<file path="src/rtl/pc_redirect_unit.sv">
// pc_redirect_unit: owns the fetch PC. Advances it sequentially under the
// fetch ready handshake. Redirects it on taken branches and jumps resolved in
// execute, then holds fetch idle for FLUSH_CYCLES bubbles.
//
// Optional build macro: MISALIGN_TRAP_EN
//   defined   - a redirect target with target[1:0] != 0 goes to TRAP_VEC and
//               pulses trap alongside flush.
//   undefined - target[1:0] is forced to 00 and trap is tied low.
//
// CNT_INIT is the reset value of redirect_cnt. It is left at 0 in normal use.
// A nonzero value is a bring-up aid for exercising counter saturation.
//
// state | meaning
// ------+-------------------------------------------------------------
// BOOT  | out of reset, fetch not yet requested
// RUN   | pc is a live fetch request; execute may redirect
// FLUSH | bubbles after a redirect; fetch idle and ex_valid ignored

module pc_redirect_unit #(
    parameter logic [31:0] RESET_PC     = 32'h0000_0000,
    parameter int unsigned FLUSH_CYCLES = 2,
    parameter logic [31:0] TRAP_VEC     = 32'h0000_0010,
    parameter logic [15:0] CNT_INIT     = 16'h0000
) (
    input  logic        clk,
    input  logic        rst_n,
    input  logic        ex_valid,
    input  logic [6:0]  alu_code,
    input  logic        br_taken,
    input  logic [31:0] npc_op1,
    input  logic [31:0] npc_op2,
    input  logic        if_ready,
    output logic [31:0] pc,
    output logic        pc_valid,
    output logic        flush,
    output logic        trap,
    output logic [15:0] redirect_cnt
);

    // Control-transfer encodings shared with the execute stage.
    localparam logic [6:0] ALU_JAL  = 7'h40;
    localparam logic [6:0] ALU_JALR = 7'h41;
    localparam logic [6:0] ALU_BEQ  = 7'h50;
    localparam logic [6:0] ALU_BNE  = 7'h51;
    localparam logic [6:0] ALU_BLT  = 7'h52;
    localparam logic [6:0] ALU_BGE  = 7'h53;
    localparam logic [6:0] ALU_BLTU = 7'h54;
    localparam logic [6:0] ALU_BGEU = 7'h55;

    localparam logic [2:0] BUBBLE_LOAD = 3'(FLUSH_CYCLES);

    typedef enum logic [1:0] {
        BOOT  = 2'd0,
        RUN   = 2'd1,
        FLUSH = 2'd2
    } state_t;

    state_t      state_q, state_d;
    logic [2:0]  bubble_q, bubble_d;
    logic [31:0] pc_q, pc_d;
    logic        flush_q, flush_d;
    logic        trap_q, trap_d;
    logic [15:0] cnt_q, cnt_d;

    logic        is_branch;
    logic        take;
    logic [31:0] target;

    // Decode the resolved instruction and form the aligned redirect target.
    always_comb begin
        is_branch = (alu_code == ALU_BEQ)  || (alu_code == ALU_BNE)  ||
                    (alu_code == ALU_BLT)  || (alu_code == ALU_BGE)  ||
                    (alu_code == ALU_BLTU) || (alu_code == ALU_BGEU);
        take      = ex_valid && (state_q == RUN) &&
                    ((alu_code == ALU_JAL) || (alu_code == ALU_JALR) ||
                     (is_branch && br_taken));
        target    = npc_op1 + npc_op2;
        if (alu_code == ALU_JALR) begin
            target[0] = 1'b0;
        end
`ifndef MISALIGN_TRAP_EN
        target[1:0] = 2'b00;
`endif
    end

    // Next-state and next-output logic; a redirect takes priority over a
    // sequential advance in the same cycle.
    always_comb begin
        state_d  = state_q;
        bubble_d = bubble_q;
        pc_d     = pc_q;
        flush_d  = 1'b0;
        trap_d   = 1'b0;
        cnt_d    = cnt_q;
        case (state_q)
            BOOT: begin
                state_d = RUN;
            end
            RUN: begin
                if (take) begin
                    pc_d     = target;
`ifdef MISALIGN_TRAP_EN
                    if (target[1:0] != 2'b00) begin
                        pc_d   = TRAP_VEC;
                        trap_d = 1'b1;
                    end
`endif
                    flush_d  = 1'b1;
                    bubble_d = BUBBLE_LOAD;
                    state_d  = FLUSH;
                    if (cnt_q != 16'hFFFF) begin
                        cnt_d = cnt_q + 16'd1;
                    end
                end else if (if_ready) begin
                    pc_d = pc_q + 32'd4;
                end
            end
            FLUSH: begin
                if (bubble_q <= 3'd1) begin
                    bubble_d = 3'd0;
                    state_d  = RUN;
                end else begin
                    bubble_d = bubble_q - 3'd1;
                end
            end
            default: begin
                state_d  = BOOT;
                bubble_d = 3'd0;
            end
        endcase
    end

    // State and output registers, cleared asynchronously by rst_n.
    always_ff @(posedge clk or negedge rst_n) begin
        if (!rst_n) begin
            state_q  <= BOOT;
            bubble_q <= 3'd0;
            pc_q     <= RESET_PC;
            flush_q  <= 1'b0;
            trap_q   <= 1'b0;
            cnt_q    <= CNT_INIT;
        end else begin
            state_q  <= state_d;
            bubble_q <= bubble_d;
            pc_q     <= pc_d;
            flush_q  <= flush_d;
            trap_q   <= trap_d;
            cnt_q    <= cnt_d;
        end
    end

`ifndef MISALIGN_TRAP_EN
    logic unused_trap_vec;
    assign unused_trap_vec = ^TRAP_VEC;
`endif

    assign pc           = pc_q;
    assign pc_valid     = (state_q == RUN);
    assign flush        = flush_q;
    assign trap         = trap_q;
    assign redirect_cnt = cnt_q;

endmodule

</file>
<file path="config.mk">
export PLATFORM = sky130hd
export DESIGN_NAME = pc_redirect_unit
export DESIGN_NICKNAME = d
export VERILOG_FILES = /design/src/rtl/pc_redirect_unit.sv
export SDC_FILE = /design/constraint.sdc
export NUM_CORES = 1
export LEC_CHECK = 0
export BUFFER_PORTS_ARGS = -buffer_cell sky130_fd_sc_hd__buf_2
export CORE_MARGIN = 2
export CORE_UTILIZATION = 40
export CTS_BUF_LIST = sky130_fd_sc_hd__clkbuf_16
export DETAILED_ROUTE_END_ITERATION = 12
export GPL_TIMING_DRIVEN = 0
export PLACE_DENSITY_LB_ADDON = 0.15
export SYNTH_ARGS = -nofsm -noshare
export SYNTH_HDL_FRONTEND = slang
export SYNTH_SLANG_ARGS = --single-unit
</file>
<file path="constraint.sdc">
create_clock -name clk -period 3.3 [get_ports clk]
set_clock_uncertainty 0.2 [all_clocks]
set_input_delay 0.165 -clock clk [delete_from_list [all_inputs] [get_ports clk]]
set_output_delay 0.165 -clock clk [all_outputs]
set_load 0.05 [all_outputs]
</file>
==> results of run 1 <==
==> worst register-to-register path, cell delays in order (launching register included) <==
cell and delay (ns):
dfrtp_1 0.42, inv_1 0.09, ha_1 0.16, clkbuf_1 0.32, o2111ai_2 0.32, inv_1 0.14, buf_2 0.23, o21a_1 0.32
clkbuf_1 0.47, a21oi_1 0.14
==> timing repair <==
item,in CTS,in global routing
endpoints found under the setup margin,0,0
buffers inserted,0,0
hold buffers,1,0
endpoints found under the hold margin,52,0
==> metrics by stage <==
stage          hold WS (ns)  cells  cell area (um^2)  worst slack (ns)
2_1_floorplan        -0.331    524              4300             0.259
3_3_place_gp          0.269    782              5080             0.268
3_5_place_dp          0.276    782              5080             0.259
4_1_cts               0.151    791              5260             0.253
5_1_grt               0.173    791              5260            0.0742
6_report              0.148    791              5260             0.339
==> metal layers <==
metal / vias up / GRT usage [%]
li1: 2173 / -
met1: 2031 / 26.4
met2: 118 / 36.3
met3: 12 / 2.78
met4: 0 / 4.76
met5: - / 0
==> cells in the final DEF, fill, tap and decap left out, types with 2 or more instances in the layout <==
| master | count |
|---|---|
| buf_2 | 125 |
| a21oi_1 | 65 |
| dfrtp_1 | 52 |
| nor2_1 | 48 |
| nand2_1 | 45 |
| o21ai_0 | 40 |
| ha_1 | 38 |
| nand3_1 | 29 |
| xnor2_1 | 21 |
| xor2_1 | 17 |
| inv_1 | 17 |
| nor3_1 | 15 |
| nand4_1 | 12 |
| and3_1 | 9 |
| a21o_1 | 9 |
| clkbuf_1 | 8 |
| a211oi_1 | 6 |
| nand2b_1 | 6 |
| a31oi_1 | 6 |
| o21a_1 | 5 |
| o22ai_1 | 5 |
| clkbuf_16 | 5 |
| or3_1 | 4 |
| o21bai_1 | 4 |
| nor2b_1 | 3 |
| buf_4 | 3 |
| conb_1 | 3 |
| a221o_1 | 2 |
| o31ai_1 | 2 |
| o22a_1 | 2 |
| a32oi_1 | 2 |
| o221ai_1 | 2 |
| or2_2 | 2 |
| clkbuf_8 | 2 |
| buf_6 | 2 |
==> worst max path at each step <==
stage | end | slack (ns) | depth (start not counted)
after floorplan | pc[31] | 0.26 | 8
after global placement | pc[29] | 0.27 | 10
after detailed placement | pc[29] | 0.26 | 10
after CTS | pc[29] | 0.25 | 10
after global routing | pc[20] | 0.07 | 11
final | pc[23] | 0.34 | 9
==> power by group through the flow <==
stage	logic, mW	registers, mW	clock network [mW]
2_1_floorplan	0.607	1.45	0
3_3_place_gp	1.47	0.991	0
3_5_place_dp	1.49	0.995	0
4_1_cts	1.50	0.986	0.609
5_1_grt	1.61	1.02	0.635
6_report	1.49	0.990	0.596
==> state kept, by name, summed over array words and instances, names as in the netlist <==
name and count:
bubble_q 3, flush 1, pc 30, redirect_cnt 16, state_q 2
==> cell type report <==
class	count	share of cell area (%)
Buffer	19	2.31
Clock buffer	5	2.38
Clock inverter	3	0.809
Inverter	17	1.21
Multi-Input combinational cell	436	53.5
Sequential cell	52	24.7
Tap cell	136	3.24
Timing Repair Buffer	123	11.8
==> logic make-up (layout without fill, tap and decap cells) <==
family / Yosys count / in the layout
buf+inv: 36 / 167
simple gates: 191 / 191
mux: 2 / 2
compound gates: 164 / 164
xor+xnor: 38 / 38
fa+ha+maj: 38 / 38
other cells: 1 / 3
flops: 52 / 52
==> flow_results.xml, run 1 <==
<?xml version="1.0" encoding="UTF-8"?>
<metrics>
  <group name="setup_path">
    <metric name="rrSetupSlack" unit="ns">0.34</metric>
    <metric name="setup.worst_path.start_class" unit="">flip-flop</metric>
    <metric name="crit_chain" unit="">inv_1 -&gt; ha_1 -&gt; clkbuf_1 -&gt; o2111ai_2 -&gt; inv_1 -&gt; buf_2 -&gt; o21a_1 -&gt; clkbuf_1 -&gt; a21oi_1</metric>
    <metric name="cp_data_arrival_time" unit="ns">2.91</metric>
    <metric name="ff2ff_path_depth" unit="">9</metric>
    <metric name="cp_slowest_stage_delay" unit="ns">0.47</metric>
    <metric name="setup.worst_path.end_class" unit="">flip-flop</metric>
    <metric name="timing.critical_path.fanout_max" unit="">10</metric>
    <metric name="worstReg2RegStart" unit="">state_q[1]</metric>
    <metric name="crit_path_buf_inv_count" unit="">5</metric>
    <metric name="crit_path_start" unit="">state_q[1]</metric>
    <metric name="cp_slowest_cell" unit="">clkbuf_1</metric>
    <metric name="cpLargestDelayFamily" unit="">buffers and inverters</metric>
    <metric name="critical_path_class" unit="">flip-flop to flip-flop</metric>
    <metric name="rr_endpoint" unit="">pc[23]</metric>
    <metric name="critical_path_required" unit="ns">3.25</metric>
  </group>
  <group name="power">
    <metric name="p_clk_share" unit="%">19.4</metric>
    <metric name="power.net_switching" unit="mW">1.50</metric>
    <metric name="switching_share" unit="%">48.8</metric>
    <metric name="irDropWorstVdd" unit="mV">0.302</metric>
    <metric name="power_density" unit="nW/um^2">584</metric>
    <metric name="sequential_power_share" unit="%">32.2</metric>
    <metric name="power.leakage" unit="nW">2.52</metric>
    <metric name="totalPowerFinal" unit="mW">3.07</metric>
    <metric name="internal_power" unit="mW">1.57</metric>
    <metric name="pwr-share-comb" unit="%">48.4</metric>
  </group>
  <group name="detailed_routing">
    <metric name="num_vias" unit="">4334</metric>
    <metric name="top_layer_used" unit="">met4</metric>
    <metric name="ant_nets" unit="">0</metric>
    <metric name="iteration_0_drc_count_of_the_detailed_router" unit="">205</metric>
    <metric name="detail_route.drc_violations" unit="">0</metric>
    <metric name="routed-wl-met2" unit="mm">5.76</metric>
    <metric name="met3RoutedLength" unit="um">587</metric>
    <metric name="drt-met1-wl" unit="mm">5.35</metric>
    <metric name="drt-vias-per-instance" unit="">5.48</metric>
    <metric name="drt_pre_antenna_iters" unit="">4</metric>
    <metric name="wire_length_reported_by_the_detailed_router" unit="mm">11.9</metric>
    <metric name="routedWlPerCell" unit="um">15.0</metric>
  </group>
  <group name="layout">
    <metric name="fill_cells" unit="">1046</metric>
    <metric name="post_route_cells_drive_above_1_share" unit="%">24.3</metric>
    <metric name="areaGrowthSynthToFinish" unit="%">22.5</metric>
    <metric name="sequential_cell_area" unit="um^2">1300</metric>
    <metric name="layout.nets" unit="">768</metric>
    <metric name="insertedDiodeCount" unit="">0</metric>
    <metric name="total_area_of_multi_input_combinational_cells" unit="um^2">2810</metric>
    <metric name="final_core_util" unit="%">50.7</metric>
  </group>
  <group name="timing">
    <metric name="fin_crit" unit="ns">2.96</metric>
    <metric name="worst-slew-pin-transition" unit="ns">1.21</metric>
    <metric name="achievable-frequency" unit="MHz">338</metric>
    <metric name="rsz_0062_raised_after_global_routing" unit="">no</metric>
    <metric name="totalNegativeSetupSlack" unit="ns">0</metric>
    <metric name="hold_viol" unit="">0</metric>
    <metric name="timing.final.max_slew_violations" unit="">0</metric>
    <metric name="report.final.setup_viol" unit="">0</metric>
    <metric name="max_slew_margin" unit="%">19.2</metric>
    <metric name="layout_worst_path_cycle_share" unit="%">89.7</metric>
  </group>
  <group name="worst_hold_path">
    <metric name="worst_hold_startpoint" unit="">npc_op2[29]</metric>
    <metric name="worst_hold_path_type" unit="">input port to flip-flop</metric>
    <metric name="worst_min_delay_path_endpoint" unit="">pc[29]</metric>
    <metric name="hold_depth" unit="">4</metric>
  </group>
  <group name="placement">
    <metric name="rd_place_congestion" unit="">0.864</metric>
    <metric name="port_buffers" unit="">122</metric>
    <metric name="final_hpwl_from_detailed_placement" unit="mm">9.20</metric>
  </group>
  <group name="synthesis">
    <metric name="synth_area_leaders" unit="">dfrtp_1 30%, ha_1 11%, a21oi_1 7.6%, o21ai_0 4.7%, xnor2_1 4.3%</metric>
    <metric name="ys.flop_type" unit="">dfrtp_1</metric>
    <metric name="yosys.cell_count.top_type" unit="">a21oi_1</metric>
    <metric name="yosys-mux-area-fraction" unit="%">0.495</metric>
    <metric name="synth_top_family_by_area" unit="">compound AO/OA/AOI/OAI gates</metric>
    <metric name="synth_simple_gate_area_share" unit="%">22.5</metric>
    <metric name="post_synth_num_cell_types" unit="">69</metric>
    <metric name="synth.ff_latch_count" unit="">52</metric>
    <metric name="synth_seq_area_share" unit="%">30.3</metric>
    <metric name="synth_compound_area_share" unit="%">23.5</metric>
    <metric name="yosys_warnings" unit="">0</metric>
    <metric name="netlist.top_cell.by_area" unit="">dfrtp_1</metric>
    <metric name="yosys.area_share.xor_xnor" unit="%">7.75</metric>
    <metric name="synth_edf_count" unit="">0</metric>
    <metric name="postSynthCellCount" unit="">522</metric>
    <metric name="synth_commonest_cells" unit="">65 x a21oi_1, 52 x dfrtp_1, 48 x nor2_1</metric>
    <metric name="synth_async_sr_flop_share" unit="%">100</metric>
    <metric name="synth_top_area_share" unit="%">30.3</metric>
    <metric name="syn-mean-instance-area" unit="um^2">8.22</metric>
    <metric name="syn_area" unit="um^2">4290</metric>
    <metric name="share_of_synthesized_cell_area_in_full_adder_half_adder_and_majority_cells" unit="%">11.1</metric>
  </group>
  <group name="floorplan">
    <metric name="dieHeight" unit="um">108</metric>
    <metric name="floorplan.io_pins" unit="">127</metric>
    <metric name="design.core.area" unit="um^2">10400</metric>
    <metric name="die-width" unit="um">108</metric>
    <metric name="die_area" unit="um^2">11600</metric>
    <metric name="number_of_cell_rows" unit="">37</metric>
    <metric name="start_util" unit="%">41.4</metric>
  </group>
  <group name="clock_network">
    <metric name="clock_insertion_delay_worst_skew" unit="ns">0.29</metric>
    <metric name="ctsHtreeMaxLevel" unit="">2</metric>
    <metric name="max-clock-path-buffers" unit="">2</metric>
    <metric name="cts_buffers" unit="">5</metric>
    <metric name="cts-root-buf" unit="">clkbuf_16</metric>
    <metric name="tritoncts" unit="">yes</metric>
    <metric name="clk_pin_slew_worst_paths" unit="ns">0.07</metric>
    <metric name="cts.sinks" unit="">52</metric>
    <metric name="cts-resized-gates" unit="">0</metric>
  </group>
  <group name="global_route">
    <metric name="grt_usage" unit="%">20.5</metric>
    <metric name="grt_pass1_wl" unit="mm">19.4</metric>
    <metric name="first_global_vias" unit="">4182</metric>
    <metric name="maximum_number_of_pins_on_one_net_before_global_route_repair" unit="">53</metric>
    <metric name="grt_antenna_before_repair" unit="">0</metric>
    <metric name="global_route.overflow_total" unit="">0</metric>
  </group>
  <group name="job">
    <metric name="max_cap_viols" unit="">0</metric>
  </group>
  <group name="outcome">
    <metric name="run_status" unit="">finished, final reports clean</metric>
  </group>
</metrics>
(Power assumes the default switching activity.)
==> run 2, diff against run 1 <==
ABC_AREA = 1   (was default)
clock period = 2.4 ns   (was 3.3 ns; I/O delays follow)
==> flow_results.xml, run 2 <==
<?xml version="1.0" encoding="UTF-8"?>
<metrics>
  <group name="floorplan">
    <metric name="design.core.area" unit="um^2">14000</metric>
    <metric name="die-width" unit="um">124</metric>
    <metric name="die_area" unit="um^2">15500</metric>
    <metric name="dieHeight" unit="um">124</metric>
    <metric name="number_of_cell_rows" unit="">43</metric>
    <metric name="start_util" unit="%">41.4</metric>
    <metric name="floorplan.io_pins" unit="">127</metric>
  </group>
  <group name="setup_path">
    <metric name="rr_endpoint" unit="">pc[7]</metric>
    <metric name="critical_path_required" unit="ns">2.42</metric>
    <metric name="crit_path_start" unit="">state_q[1]</metric>
    <metric name="worstSetupEndpoint" unit="">pc[7]</metric>
    <metric name="ff2ff_path_depth" unit="">10</metric>
    <metric name="worst_path_most_repeated_cell" unit="">buf_2</metric>
    <metric name="critical_path_class" unit="">flip-flop to flip-flop</metric>
    <metric name="crit_chain" unit="">inv_1 -&gt; ha_2 -&gt; nand3_1 -&gt; nor2_1 -&gt; nand2_1 -&gt; buf_2 -&gt; buf_2 -&gt; a21oi_1 -&gt; o21ai_0 -&gt; a22oi_1</metric>
    <metric name="timing.critical_path.fanout_max" unit="">10</metric>
    <metric name="rrSetupSlack" unit="ns">0.23</metric>
    <metric name="cp_data_arrival_time" unit="ns">2.18</metric>
    <metric name="cp_slowest_stage_delay" unit="ns">0.41</metric>
    <metric name="setup.worst_path.start_class" unit="">flip-flop</metric>
    <metric name="setup.worst_path.end_class" unit="">flip-flop</metric>
    <metric name="worstReg2RegStart" unit="">state_q[1]</metric>
    <metric name="cp_slowest_cell" unit="">dfrtp_1</metric>
  </group>
  <group name="layout">
    <metric name="total_area_of_multi_input_combinational_cells" unit="um^2">3770</metric>
    <metric name="fill_cells" unit="">1539</metric>
    <metric name="most-common-layout-cells" unit="">385 x nand2_1, 157 x inv_1, 134 x buf_2</metric>
    <metric name="final_core_util" unit="%">48.6</metric>
    <metric name="layout.nets" unit="">1253</metric>
    <metric name="final_common_cell" unit="">nand2_1</metric>
    <metric name="post_route_cells_drive_above_1_share" unit="%">16.1</metric>
    <metric name="largest_reg_flops" unit="">30</metric>
    <metric name="insertedDiodeCount" unit="">0</metric>
    <metric name="sequential_cell_area" unit="um^2">1300</metric>
    <metric name="areaGrowthSynthToFinish" unit="%">17.3</metric>
    <metric name="final_cell_area" unit="um^2">6790</metric>
  </group>
  <group name="worst_hold_path">
    <metric name="worst_hold_path_type" unit="">input port to flip-flop</metric>
  </group>
  <group name="synthesis">
    <metric name="yosys.cell_count.top_type" unit="">nand2_1</metric>
    <metric name="syn_area" unit="um^2">5790</metric>
    <metric name="syn-mean-instance-area" unit="um^2">5.75</metric>
    <metric name="netlist.top_cell.by_area" unit="">nand2_1</metric>
    <metric name="synth_top_area_share" unit="%">25.0</metric>
    <metric name="synth_seq_area_share" unit="%">22.5</metric>
    <metric name="postSynthCellCount" unit="">1007</metric>
    <metric name="post_synth_num_cell_types" unit="">38</metric>
    <metric name="synth.ff_latch_count" unit="">52</metric>
    <metric name="synth_commonest_cells" unit="">385 x nand2_1, 156 x inv_1, 113 x nor2_1</metric>
    <metric name="synth_async_sr_flop_share" unit="%">100</metric>
    <metric name="synth_edf_count" unit="">0</metric>
    <metric name="synth_area_leaders" unit="">nand2_1 25%, dfrtp_1 22%, inv_1 10%, ha_1 8.2%, nor2_1 7.3%</metric>
    <metric name="ys.flop_type" unit="">dfrtp_1</metric>
    <metric name="yosys_warnings" unit="">0</metric>
  </group>
  <group name="timing">
    <metric name="final.setup.worst_slack" unit="ns">0.235</metric>
    <metric name="rsz_0062_raised_after_global_routing" unit="">yes</metric>
    <metric name="report.final.setup_viol" unit="">0</metric>
    <metric name="worst-slew-pin-transition" unit="ns">1.20</metric>
    <metric name="fin_crit" unit="ns">2.17</metric>
    <metric name="layout_worst_path_cycle_share" unit="%">90.2</metric>
    <metric name="timing.final.max_slew_violations" unit="">0</metric>
    <metric name="max_slew_margin" unit="%">19.9</metric>
    <metric name="hold_viol" unit="">0</metric>
    <metric name="achievable-frequency" unit="MHz">462</metric>
    <metric name="totalNegativeSetupSlack" unit="ns">0</metric>
  </group>
  <group name="power">
    <metric name="power_density" unit="nW/um^2">756</metric>
    <metric name="power.leakage" unit="nW">3.93</metric>
    <metric name="irDropWorstVdd" unit="mV">0.355</metric>
  </group>
  <group name="clock_network">
    <metric name="cts_buffers" unit="">5</metric>
    <metric name="ctsHtreeMaxLevel" unit="">2</metric>
    <metric name="clock_insertion_delay_worst_skew" unit="ns">0.30</metric>
    <metric name="clk_pin_slew_worst_paths" unit="ns">0.07</metric>
    <metric name="max-clock-path-buffers" unit="">2</metric>
    <metric name="cts.sinks" unit="">52</metric>
    <metric name="cts-root-buf" unit="">clkbuf_16</metric>
    <metric name="tritoncts" unit="">yes</metric>
  </group>
  <group name="detailed_routing">
    <metric name="wire_length_reported_by_the_detailed_router" unit="mm">17.1</metric>
    <metric name="detail_route.drc_violations" unit="">0</metric>
    <metric name="drt_pre_antenna_iters" unit="">5</metric>
    <metric name="num_vias" unit="">6297</metric>
    <metric name="ant_nets" unit="">0</metric>
    <metric name="drt-vias-per-instance" unit="">4.77</metric>
    <metric name="iteration_0_drc_count_of_the_detailed_router" unit="">427</metric>
    <metric name="routedWlPerCell" unit="um">12.9</metric>
  </group>
  <group name="global_route">
    <metric name="grt_antenna_before_repair" unit="">0</metric>
    <metric name="maximum_number_of_pins_on_one_net_before_global_route_repair" unit="">53</metric>
    <metric name="grt_usage" unit="%">21.9</metric>
    <metric name="global_route.overflow_total" unit="">0</metric>
    <metric name="grt_pass1_wl" unit="mm">27.9</metric>
    <metric name="first_global_vias" unit="">5656</metric>
  </group>
  <group name="placement">
    <metric name="pre_cts_slack" unit="ns">0.203</metric>
    <metric name="place_area" unit="um^2">6640</metric>
    <metric name="rd_place_congestion" unit="">0.929</metric>
    <metric name="final_hpwl_from_detailed_placement" unit="mm">14.2</metric>
    <metric name="port_buffers" unit="">122</metric>
  </group>
  <group name="outcome">
    <metric name="run_status" unit="">finished, final reports clean</metric>
  </group>
  <group name="job">
    <metric name="max_cap_viols" unit="">0</metric>
  </group>
</metrics>
run 2: changes by cell type after synthesis, sizes merged, moves of 9 or more:
cell / previous run / this run
nand2: 46 / 389
o21ai: 42 / 23
and3: 11 / 0
nand3b: 0 / 12
a21o: 9 / 0
xnor2: 21 / 12
nor2: 48 / 118
inv: 17 / 170
clkbuf: 10 / 0
nand3: 29 / 46
run 2: worst min path at each step:
| stage | slack [ns] | from | endpoint | cells past startpoint |
|---|---|---|---|---|
| floorplan | -0.38 | rst_n | bubble_q[0] | 0 |
| global placement | 0.23 | rst_n | pc[11] | 1 |
| detailed placement | 0.23 | rst_n | pc[11] | 1 |
| CTS | 0.12 | npc_op2[28] | pc[28] | 5 |
| global route | 0.17 | npc_op2[30] | pc[30] | 5 |
| finish | 0.12 | npc_op2[28] | pc[28] | 5 |
run 2: kinds of logic after synthesis:
kind of cell | count (synthesis) | share of synthesized area, %
AO/OA/AOI/OAI | 107 | 9.79
XOR/XNOR | 28 | 4.23
adder cells (fa/ha/maj) | 38 | 8.21
buffers and inverters | 186 | 12.6
flip-flops | 52 | 22.5
other | 1 | 0.0647
AND/OR/NAND/NOR | 595 | 42.7
run 2: cell type report:
cell class	instances	area share, %
Clock buffer	5	1.84
Sequential cell	52	19.2
Inverter	170	9.39
Clock inverter	3	0.295
Multi-Input combinational cell	771	55.5
Buffer	16	1.33
Tap cell	180	3.32
Timing Repair Buffer	123	9.14
run 2: critical path, delay by kind of cell, from the launching register on:
family                   cells  cell delay, ns
buffers and inverters        3            0.54
AO/OA/AOI/OAI                3            0.45
flip-flops                   1            0.41
AND/OR/NAND/NOR              3            0.25
adder cells (fa/ha/maj)      1            0.22
run 2: per-stage QoR:
step	power [mW]	hold WS (ns)	instances
floorplan	3.63	-0.376	1009
global placement	4.38	0.229	1311
detailed placement	4.41	0.234	1311
CTS	5.15	0.123	1320
global route	5.57	0.168	1320
finish	5.13	0.119	1320
run 2: layer usage:
metal | track usage, % | wire, um | part of all wire [%]
met3 | 2.53 | 906 | 5.3
met1 | 29.5 | 7920 | 46
met5 | 0 | 0 | 0
met4 | 4.82 | 250 | 1.5
met2 | 37.7 | 8000 | 47
run 2: what timing repair did:
action	4_1_cts	5_1_grt
endpoints found under the hold margin	52	0
hold buffers	1	0
buffers inserted	0	0
gates resized for setup	0	1
setup endpoints to repair	0	4
run 2: report_power, final:
group / internal [mW] / switching [mW]
clock: 0.386 / 0.345
combinational: 0.878 / 2.11
sequential: 1.10 / 0.317
==> run 3, diff against run 2 <==
CORE_UTILIZATION = 46   (was 40)
==> flow_results.xml, run 3 (same netlist as run 2, synthesis figures left out) <==
<?xml version="1.0" encoding="UTF-8"?>
<metrics>
  <group name="global_route">
    <metric name="global_route.overflow_total" unit="">0</metric>
    <metric name="grt_usage" unit="%">25.0</metric>
    <metric name="maximum_number_of_pins_on_one_net_before_global_route_repair" unit="">53</metric>
    <metric name="grt_pass1_wl" unit="mm">26.6</metric>
    <metric name="grt_antenna_before_repair" unit="">0</metric>
    <metric name="first_global_vias" unit="">5527</metric>
  </group>
  <group name="layout">
    <metric name="post_route_cells_drive_above_1_share" unit="%">16.2</metric>
    <metric name="areaGrowthSynthToFinish" unit="%">17.8</metric>
    <metric name="layout.nets" unit="">1254</metric>
    <metric name="fill_cells" unit="">1339</metric>
    <metric name="most-common-layout-cells" unit="">385 x nand2_1, 157 x inv_1, 133 x buf_2</metric>
    <metric name="insertedDiodeCount" unit="">0</metric>
    <metric name="final_core_util" unit="%">56.1</metric>
    <metric name="largest_reg_flops" unit="">30</metric>
    <metric name="final_common_cell" unit="">nand2_1</metric>
  </group>
  <group name="floorplan">
    <metric name="dieHeight" unit="um">116</metric>
    <metric name="floorplan.io_pins" unit="">127</metric>
    <metric name="die_area" unit="um^2">13500</metric>
    <metric name="design.core.area" unit="um^2">12200</metric>
    <metric name="number_of_cell_rows" unit="">40</metric>
    <metric name="start_util" unit="%">47.6</metric>
    <metric name="die-width" unit="um">116</metric>
  </group>
  <group name="clock_network">
    <metric name="clock_insertion_delay_worst_skew" unit="ns">0.30</metric>
    <metric name="max-clock-path-buffers" unit="">2</metric>
    <metric name="clk_pin_slew_worst_paths" unit="ns">0.07</metric>
    <metric name="cts-root-buf" unit="">clkbuf_16</metric>
    <metric name="cts.sinks" unit="">52</metric>
    <metric name="cts_buffers" unit="">5</metric>
    <metric name="tritoncts" unit="">yes</metric>
    <metric name="ctsHtreeMaxLevel" unit="">2</metric>
  </group>
  <group name="detailed_routing">
    <metric name="drt_pre_antenna_iters" unit="">5</metric>
    <metric name="ant_nets" unit="">0</metric>
    <metric name="routedWlPerCell" unit="um">12.5</metric>
    <metric name="drt-vias-per-instance" unit="">4.88</metric>
    <metric name="num_vias" unit="">6383</metric>
    <metric name="wire_length_reported_by_the_detailed_router" unit="mm">16.4</metric>
    <metric name="detail_route.drc_violations" unit="">0</metric>
    <metric name="iteration_0_drc_count_of_the_detailed_router" unit="">502</metric>
  </group>
  <group name="timing">
    <metric name="layout_worst_path_cycle_share" unit="%">92.1</metric>
    <metric name="fin_crit" unit="ns">2.21</metric>
    <metric name="report.final.setup_viol" unit="">0</metric>
    <metric name="timing.final.max_slew_violations" unit="">0</metric>
    <metric name="rsz_0062_raised_after_global_routing" unit="">no</metric>
    <metric name="totalNegativeSetupSlack" unit="ns">0</metric>
    <metric name="final.setup.worst_slack" unit="ns">0.189</metric>
    <metric name="hold_viol" unit="">0</metric>
    <metric name="achievable-frequency" unit="MHz">452</metric>
  </group>
  <group name="setup_path">
    <metric name="rr_endpoint" unit="">pc[7]</metric>
    <metric name="critical_path_class" unit="">flip-flop to flip-flop</metric>
    <metric name="cp_data_arrival_time" unit="ns">2.23</metric>
    <metric name="setup.worst_path.start_class" unit="">flip-flop</metric>
    <metric name="timing.critical_path.fanout_max" unit="">10</metric>
    <metric name="ff2ff_path_depth" unit="">10</metric>
    <metric name="setup.worst_path.end_class" unit="">flip-flop</metric>
    <metric name="critical_path_required" unit="ns">2.42</metric>
    <metric name="rrSetupSlack" unit="ns">0.19</metric>
    <metric name="worstReg2RegStart" unit="">state_q[1]</metric>
  </group>
  <group name="placement">
    <metric name="pre_cts_slack" unit="ns">0.181</metric>
    <metric name="port_buffers" unit="">122</metric>
    <metric name="rd_place_congestion" unit="">0.951</metric>
    <metric name="final_hpwl_from_detailed_placement" unit="mm">13.5</metric>
  </group>
  <group name="power">
    <metric name="irDropWorstVdd" unit="mV">0.536</metric>
    <metric name="power_density" unit="nW/um^2">768</metric>
    <metric name="power.leakage" unit="nW">3.96</metric>
  </group>
  <group name="outcome">
    <metric name="run_status" unit="">finished, final reports clean</metric>
  </group>
  <group name="worst_hold_path">
    <metric name="worst_hold_path_type" unit="">input port to asynchronous set/reset pin</metric>
  </group>
  <group name="job">
    <metric name="max_cap_viols" unit="">0</metric>
  </group>
</metrics>
-- run 3: cell count changes in the layout (fill, tap and decap cells not counted) --
cell,before,now
buf_2,134,133
inv_2,14,13
bufinv_16,0,1
buf_12,0,1
clkinvlp_4,1,0
clkbuf_4,0,1
inv_6,0,1
inv_4,0,1
clkinv_4,1,0
-- run 3: power by group --
part,internal [mW],switching [mW],leakage (nW)
Combinational,0.882,2.10,3.27
Sequential,1.10,0.321,0.604
Clock,0.493,0.342,0.0856
-- run 3: worst max path at each step --
stage | endpoint | slack [ns] | startpoint | cells after the start
after floorplan | redirect_cnt[8] | 0.16 | state_q[1] | 11
after global placement | pc[31] | 0.19 | state_q[1] | 9
after detailed placement | pc[31] | 0.18 | state_q[1] | 9
after CTS | pc[7] | 0.17 | state_q[1] | 10
after global routing | pc[7] | 0.003 | state_q[1] | 10
final | pc[7] | 0.19 | state_q[1] | 10
-- run 3: metal layers --
metal	up-vias	share of wire, %	GRT usage, %
met5	-	0	0
met4	0	2.5	7.86
met3	27	5.3	2.54
met2	189	42	38.7
met1	2784	51	36.8
li1	3383	-	-
-- run 3: cell type report --
| type | instances | area (um^2) | area share, % |
|---|---|---|---|
| repair buffers | 124 | 641 | 9.39 |
| well taps | 168 | 210 | 3.08 |
| multi-input cells | 771 | 3770 | 55.3 |
| clock buffers | 5 | 125 | 1.83 |
| inverters | 170 | 641 | 9.39 |
| plain buffers | 16 | 92.6 | 1.36 |
| clock inverters | 3 | 42.5 | 0.623 |
| flip-flops and latches | 52 | 1300 | 19.1 |
-- run 3: metrics by stage --
step	total power [mW]	hold WS (ns)	instances	area, um^2
finish	5.24	0.110	1309	6830
global route	5.65	0.168	1309	6830
CTS	5.24	0.133	1308	6800
detailed placement	4.40	0.234	1299	6620
global placement	4.38	0.227	1299	6620
floorplan	3.63	-0.376	1009	5800
-- run 3: what timing repair did --
| action | in CTS | in global routing |
|---|---|---|
| setup endpoints to repair | 0 | 4 |
| gates resized for setup | 0 | 3 |
| endpoints found under the hold margin | 52 | 0 |
| hold buffers | 1 | 0 |
| setup buffers | 0 | 0 |
-- run 3: worst max-delay path, cell delays in order (launching register included) --
cell	delay, ns
dfrtp_1	0.42
inv_1	0.10
ha_2	0.23
nand3_1	0.08
nor2_1	0.08
nand2_1	0.12
clkbuf_4	0.23
buf_2	0.22
a21oi_1	0.12
o21ai_0	0.15
a22oi_1	0.17
